File: config.mk
export PLATFORM = sky130hd
export DESIGN_NAME = sint_addsub_pipe
export DESIGN_NICKNAME = d
export VERILOG_FILES = /design/src/rtl/sint_addsub_pkg.sv /design/src/rtl/sint_addsub_stage.sv /design/src/rtl/sint_addsub_pipe.sv
export SDC_FILE = /design/constraint.sdc
export NUM_CORES = 1
export LEC_CHECK = 0
export BUFFER_PORTS_ARGS = -buffer_cell sky130_fd_sc_hd__buf_2
export CORE_MARGIN = 4
export CORE_UTILIZATION = 55
export DETAILED_ROUTE_END_ITERATION = 8
export PLACE_DENSITY = 0.83
export RECOVER_POWER = 100
export SYNTH_ARGS = -nofsm -noshare
export SYNTH_HDL_FRONTEND = slang
export SYNTH_SLANG_ARGS = --single-unit
File: constraint.sdc
create_clock -name CLK -period 5.49 [get_ports CLK]
set_input_delay 0 -clock CLK [delete_from_list [all_inputs] [get_ports CLK]]
set_output_delay 0 -clock CLK [all_outputs]
set_load 0.01 [all_outputs]
File: src/rtl/sint_addsub_pkg.sv
// Shared definitions for the signed add/sub pipeline: op encoding, stage payload layout
// (a macro because package typedefs cannot take the caller's WIDTH) and the saturation helper.
package sint_addsub_pkg;

  localparam logic OP_ADD = 1'b0;
  localparam logic OP_SUB = 1'b1;

  localparam int unsigned MAX_WIDTH = 64;

`ifndef SINT_ADDSUB_PAYLOAD_T
`define SINT_ADDSUB_PAYLOAD_T(W) struct packed { logic [(W)-1:0] result; logic overflow; }
`endif

  // Largest positive (neg=0) or most negative (neg=1) value of a width-bit two's complement
  // number, returned in the low bits of a MAX_WIDTH vector.
  function automatic logic [MAX_WIDTH-1:0] sat_value(input int unsigned width, input logic neg);
    logic [MAX_WIDTH-1:0] v;
    v = '0;
    for (int unsigned i = 0; i < MAX_WIDTH; i++) begin
      if (i + 1 < width) begin
        v[i] = ~neg;
      end else if (i + 1 == width) begin
        v[i] = neg;
      end
    end
    return v;
  endfunction

endpackage

File: src/rtl/sint_addsub_stage.sv
// One elastic register stage: 1-cycle latency; loads when empty or downstream ready,
// otherwise valid and data hold so a stalled result never changes.
module sint_addsub_stage #(
  parameter int unsigned DW = 8
) (
  input  logic          clk,
  input  logic          rst,
  input  logic          src_valid,
  input  logic [DW-1:0] src_data,
  input  logic          dst_ready,
  output logic          valid,
  output logic [DW-1:0] data
);

  logic load;

  assign load = ~valid | dst_ready;

  always_ff @(posedge clk) begin
    if (rst) begin
      valid <= 1'b0;
      data  <= '0;
    end else if (load) begin
      valid <= src_valid;
      data  <= src_data;
    end
  end

endmodule

File: src/rtl/sint_addsub_pipe.sv
// Pipelined signed add/sub, STAGES cycles latency, 1 op/cycle; O_ready stalls the whole chain
// combinationally back to I_ready. Define SINT_ADDSUB_PIPE_SAT_EN to saturate instead of wrap.
module sint_addsub_pipe
  import sint_addsub_pkg::*;
#(
  parameter int unsigned WIDTH  = 7,
  parameter int unsigned STAGES = 2
) (
  input  logic             CLK,
  input  logic             RESET,
  input  logic             I_valid,
  output logic             I_ready,
  input  logic [WIDTH-1:0] I0,
  input  logic [WIDTH-1:0] I1,
  input  logic             op,
  output logic             O_valid,
  input  logic             O_ready,
  output logic [WIDTH-1:0] O,
  output logic             overflow
);

  typedef `SINT_ADDSUB_PAYLOAD_T(WIDTH) payload_t;
  localparam int unsigned PW = $bits(payload_t);

  logic [WIDTH:0]   a_ext;
  logic [WIDTH:0]   b_ext;
  logic [WIDTH:0]   raw;
  logic             raw_ovf;
  logic [WIDTH-1:0] res;
  payload_t         pay_in;
  payload_t         pay_out;

  // One guard bit makes the WIDTH+1 sum exact, so overflow is a mismatch of the top two bits.
  assign a_ext   = {I0[WIDTH-1], I0};
  assign b_ext   = {I1[WIDTH-1], I1};
  assign raw     = (op == OP_ADD) ? (a_ext + b_ext) : (a_ext - b_ext);
  assign raw_ovf = raw[WIDTH] ^ raw[WIDTH-1];

`ifdef SINT_ADDSUB_PIPE_SAT_EN
  assign res = raw_ovf ? WIDTH'(sat_value(WIDTH, raw[WIDTH])) : raw[WIDTH-1:0];
`else
  assign res = raw[WIDTH-1:0];
`endif

  assign pay_in.result   = res;
  assign pay_in.overflow = raw_ovf;

  logic [STAGES-1:0] stage_vld;
  logic [STAGES:0]   stage_rdy;
  logic [PW-1:0]     stage_dat [STAGES];

  // Stage k can load unless it and every stage after it are full while O_ready is low;
  // derived from the valid flops directly so the ready path has no feedback through itself.
  assign stage_rdy[STAGES] = O_ready;

  for (genvar k = 0; k < STAGES; k++) begin : g_rdy
    assign stage_rdy[k] = O_ready | ~(&stage_vld[STAGES-1:k]);
  end

  for (genvar k = 0; k < STAGES; k++) begin : g_stage
    logic          src_valid;
    logic [PW-1:0] src_data;

    if (k == 0) begin : g_head
      assign src_valid = I_valid;
      assign src_data  = pay_in;
    end else begin : g_body
      assign src_valid = stage_vld[k-1];
      assign src_data  = stage_dat[k-1];
    end

    sint_addsub_stage #(
      .DW(PW)
    ) u_stage (
      .clk       (CLK),
      .rst       (RESET),
      .src_valid (src_valid),
      .src_data  (src_data),
      .dst_ready (stage_rdy[k+1]),
      .valid     (stage_vld[k]),
      .data      (stage_dat[k])
    );
  end

  assign pay_out  = stage_dat[STAGES-1];
  assign I_ready  = stage_rdy[0];
  assign O_valid  = stage_vld[STAGES-1];
  assign O        = pay_out.result;
  assign overflow = pay_out.overflow;

endmodule

[Yosys cells after proc, flatten, opt, wreduce, memory -nomap -nowiden]
Index checks and enable logic that the tools add are counted.
Word-level totals
  bits of input ports: 19
  flip-flop bits (word level): 18
Operators by class
  add/sub/neg operators: 2
  bitwise operators: 7
  reductions and logical operators: 1
  multiplexer cells: 1
Operator list (count)
  7-bit by 7-bit adder with 8-bit output: 1
  8-bit two-way mux: 1
  7-bit by 7-bit subtractor with 8-bit output: 1
  1-bit NOT: 3
  1-bit OR: 3
  2-bit AND reduction: 1
  1-bit bitwise XOR: 1

[Longest topological paths before layout]
  depth after elaboration: 3
  depth in mapped cells: 11

[Hierarchy]
From an unflattened synthesis, not the netlist that was laid out.
Unflattened totals
  cell total of the unflattened synthesis: 134
  area total of the unflattened synthesis: 1255.0 um^2
Modules (own cells, without submodules)
  sint_addsub_stage: sequential area each 180.2 um^2, area each 387.9 um^2, cells each 37, instances 2
  sint_addsub_pipe: sequential area each 0.0 um^2, area each 479.2 um^2, cells each 60, instances 1

[Least setup slack after synthesis]
No wires, ideal clock.
  path type: in2reg
  from: in I1[0]
  to: reg g_stage[0].u_stage.data[0]
  data arrival time: 1.878 ns
  setup slack: 3.527 ns
  library setup time: 0.086 ns
  cell stages on the path: 11
  path buffers: 0
  cells stage by stage: inv_1 ha_1 a31oi_1 xnor2_1 ha_1 and2_4 a221o_1 a21oi_2 xnor2_1 xnor2_1 a211oi_1
Between the ends
  cells in the longest elaborated chain, start to end: 3
  elaborated cells on any way between the ends: 4
RTL lines
  start: declaration: line sint_addsub_pipe.sv:14  | input logic [WIDTH-1:0] I1,
  7-bit by 7-bit adder with 8-bit output / 7-bit by 7-bit subtractor with 8-bit output (equally long branches): line sint_addsub_pipe.sv:36  | assign raw = (op == OP_ADD) ? (a_ext + b_ext) : (a_ext - b_ext);
  8-bit two-way mux (*): line sint_addsub_pipe.sv:36
  1-bit bitwise XOR (*): line sint_addsub_pipe.sv:37  | assign raw_ovf = raw[WIDTH] ^ raw[WIDTH-1];
  end signal: assignment: line sint_addsub_stage.sv:25  | data <= src_data;
  end: declaration: line sint_addsub_stage.sv:12  | output logic [DW-1:0] data
Every way passes the cells marked *; elsewhere a longest branch is shown, timed or not.
A chain may end at the register's enable or synchronous reset.

[Worst setup path after layout]
Same ends and word-level chain as after synthesis.

==> results_dict.tcl <==
set metrics [dict create \
    status "finished, final reports clean" \
    fin_skew_ps 4.38 \
    synth_cell_type_count 34 \
    dp_cells 180 \
    drv_slew 0 \
    cts_tree "yes" \
    place.gp.congestion 0.760 \
    io_buffers 28 \
    hold_path.class "input port to register" \
    cts_buffers 3 \
    finalPower_uw 354 \
    setup-tns-final_ps 0 \
    drt_iter0_drc 7 \
    top_usage_layer "met2" \
    grt_max_degree 19 \
    cp.required_ps 5690 \
    final_common_cell "nand2_1" \
    grt_util_met1 0.173 \
    initial_core_util 0.608 \
    synth_top_area_frac 0.329 \
    avgSynthCellArea_um2 8.17 \
    hpwl_um 1880 \
    clock-root-buffer "clkbuf_4" \
    first_global_vias 941 \
    finalHoldViolations 0 \
    grt_use_met3 0.0199 \
    yosys-top-cells-area "dfxtp_1, nand2_1, ha_1, xnor2_1, a21oi_1" \
    finalCritPeriodShare 0.383 \
    vdd_drop_max_uv 140 \
    fin_nets 189 \
    final-setup-viol-count 0 \
    place_area_um2 1230 \
    yosysTopAreaCell "dfxtp_1" \
    synthToLayoutAreaGrowth_pct 14.5 \
    multi_input_area_um2 662 \
    p_leak_nw 0.544 \
    fp.dieW_um 52.6 \
    fp.dieArea_um2 2770 \
    clkLatencyLatePin_ps 280 \
    fill_cells 170 \
    power_density_nw_per_um2 283 \
    cts_resized 0 \
    seqCellArea_um2 360 \
    rsz0062_at_grt "no" \
    io_pins 29 \
    dr.pass1.iters 4 \
    wire_per_inst_um 12.0 \
    cts.sinks 18 \
    drc 0 \
    core_area_um2 1800 \
    path_clk_slew_ps 100 \
    hold_buffers 1 \
    fin_area_um2 1250 \
    grt_use_met2 0.335 \
    cp-start-kind "input port" \
    timing.fmax_mhz 475 \
    critical_path_class "input port to register" \
    cp_max_fo 4 \
    grt_pass1_wl_um 3620 \
    cap_viol_max_count 0 \
    ys_seq_area_frac 0.329 \
    via_per_inst 5.20 \
    slew-limit-headroom 0.609 \
    yosysWarningCount 0 \
    tightest_slew_ps 585 \
    n_antenna_cell 0 \
    htree_levels 1 \
    cp.arrival_ps 2310 \
    antenna_found_initial 0 \
    fin_crit_ps 2100 \
    layout.cells.non_filler 185 \
    postCtsSetupRepairBufs 0 \
    die_y_um 52.6 \
    synth_seq_cells 18 \
    syn_nets 162 \
    drive_above_1_share 0.169 \
    grt_overflow 0 \
    rows 15 \
    vias 962 \
    netlist_area_um2 1090 \
    clk_path_buf_depth 2 \
    track_usage 0.173 \
    r2r.worst_path.cells 4 \
    antenna_left 0 \
    layout_common_cells "nand2_1, dfxtp_1, buf_2, a21oi_1, nor2_1" \
    hold_path_depth 2 \
    cp-end-kind "register" \
    synth_cells 134 \
    wl_um 2230 \
]
## power breakdown
group          leakage, nW  switching, mW  internal [mW]
combinational        0.374         0.0609         0.0554
clock               0.0210         0.0382         0.0403
sequential           0.149        0.00929          0.150
total                0.544          0.108          0.246
## flip-flops by register name, indices dropped and copies added, names as in the netlist
register,flops
g_stage.u_stage.valid,2
g_stage.u_stage.data,16
## layer usage
layer	routed length [um]	part of all wire
met5	0	0
met4	50	0.022
met3	110	0.049
met2	1190	0.54
met1	875	0.39
## metrics by stage
stage / hold WS (ps) / setup WS (ps) / utilization
2_1_floorplan: 121 / 3530 / -
5_1_grt: 62.0 / 3230 / 0.696
3_3_place_gp: 205 / 3310 / 0.681
3_5_place_dp: 219 / 3170 / 0.681
6_report: 65.2 / 3390 / 0.696
4_1_cts: 53.9 / 3470 / 0.706
## cell type report
class,instances,area share
flip-flops and latches,18,0.287
multi-input cells,102,0.528
clock buffers,4,0.0289
repair buffers,29,0.110
inverters,7,0.0210
well taps,25,0.0250
## synthesized netlist by cell type
cell type and instances:
nand2_1 27, dfxtp_1 18, a21oi_1 16, nor2_1 12
xnor2_1 10, ha_1 8, inv_1 6, a211oi_1 3
a31oi_1 3, xor2_1 3, buf_2 2, clkbuf_1 2
nor2b_1 2, o21a_1 2, a21o_1 1, a21oi_2 1
a221o_1 1, a31oi_2 1, and2_1 1, and2_4 1
buf_1 1, buf_4 1, buf_6 1, fa_1 1
inv_2 1, mux2i_1 1, nand2b_1 1, nand3_1 1
nor2_2 1, nor3_1 1, nor3_4 1, nor3b_2 1
o211ai_1 1, xnor2_2 1
## critical path, stage by stage
cell	delay [ps]
buf_2	130
inv_1	60
ha_1	230
a31oi_1	200
xnor2_1	150
ha_1	300
and2_0	230
a221o_1	320
a21oi_1	200
xnor2_1	190
xnor2_1	100
a211oi_1	220
## cells by family after synthesis
family,after synthesis,synth area share
and+or+nand+nor,49,0.206
AOI/OAI and AO/OA,29,0.167
DFF,18,0.329
xor gates and xnor gates,14,0.119
buffers and inverters,14,0.0606
adders and majority gates,9,0.110
muxes,1,0.00914
## final timing paths
| kind | start | endpoint | slack, ps |
|---|---|---|---|
| worst max-delay path | I1[0] | g_stage[0].u_stage.data[0]$_SDFFE_PP0P_ | 3390 |
| worst min-delay path | RESET | g_stage[1].u_stage.valid$_SDFFE_PP0P_ | 70 |
| worst max register to register | g_stage[1].u_stage.valid$_SDFFE_PP0P_ | g_stage[0].u_stage.data[1]$_SDFFE_PP0P_ | 3620 |
| worst min register to register | g_stage[1].u_stage.data[4]$_SDFFE_PP0P_ | g_stage[1].u_stage.data[4]$_SDFFE_PP0P_ | 460 |
Note: power is estimated with default switching activity, not from simulation.
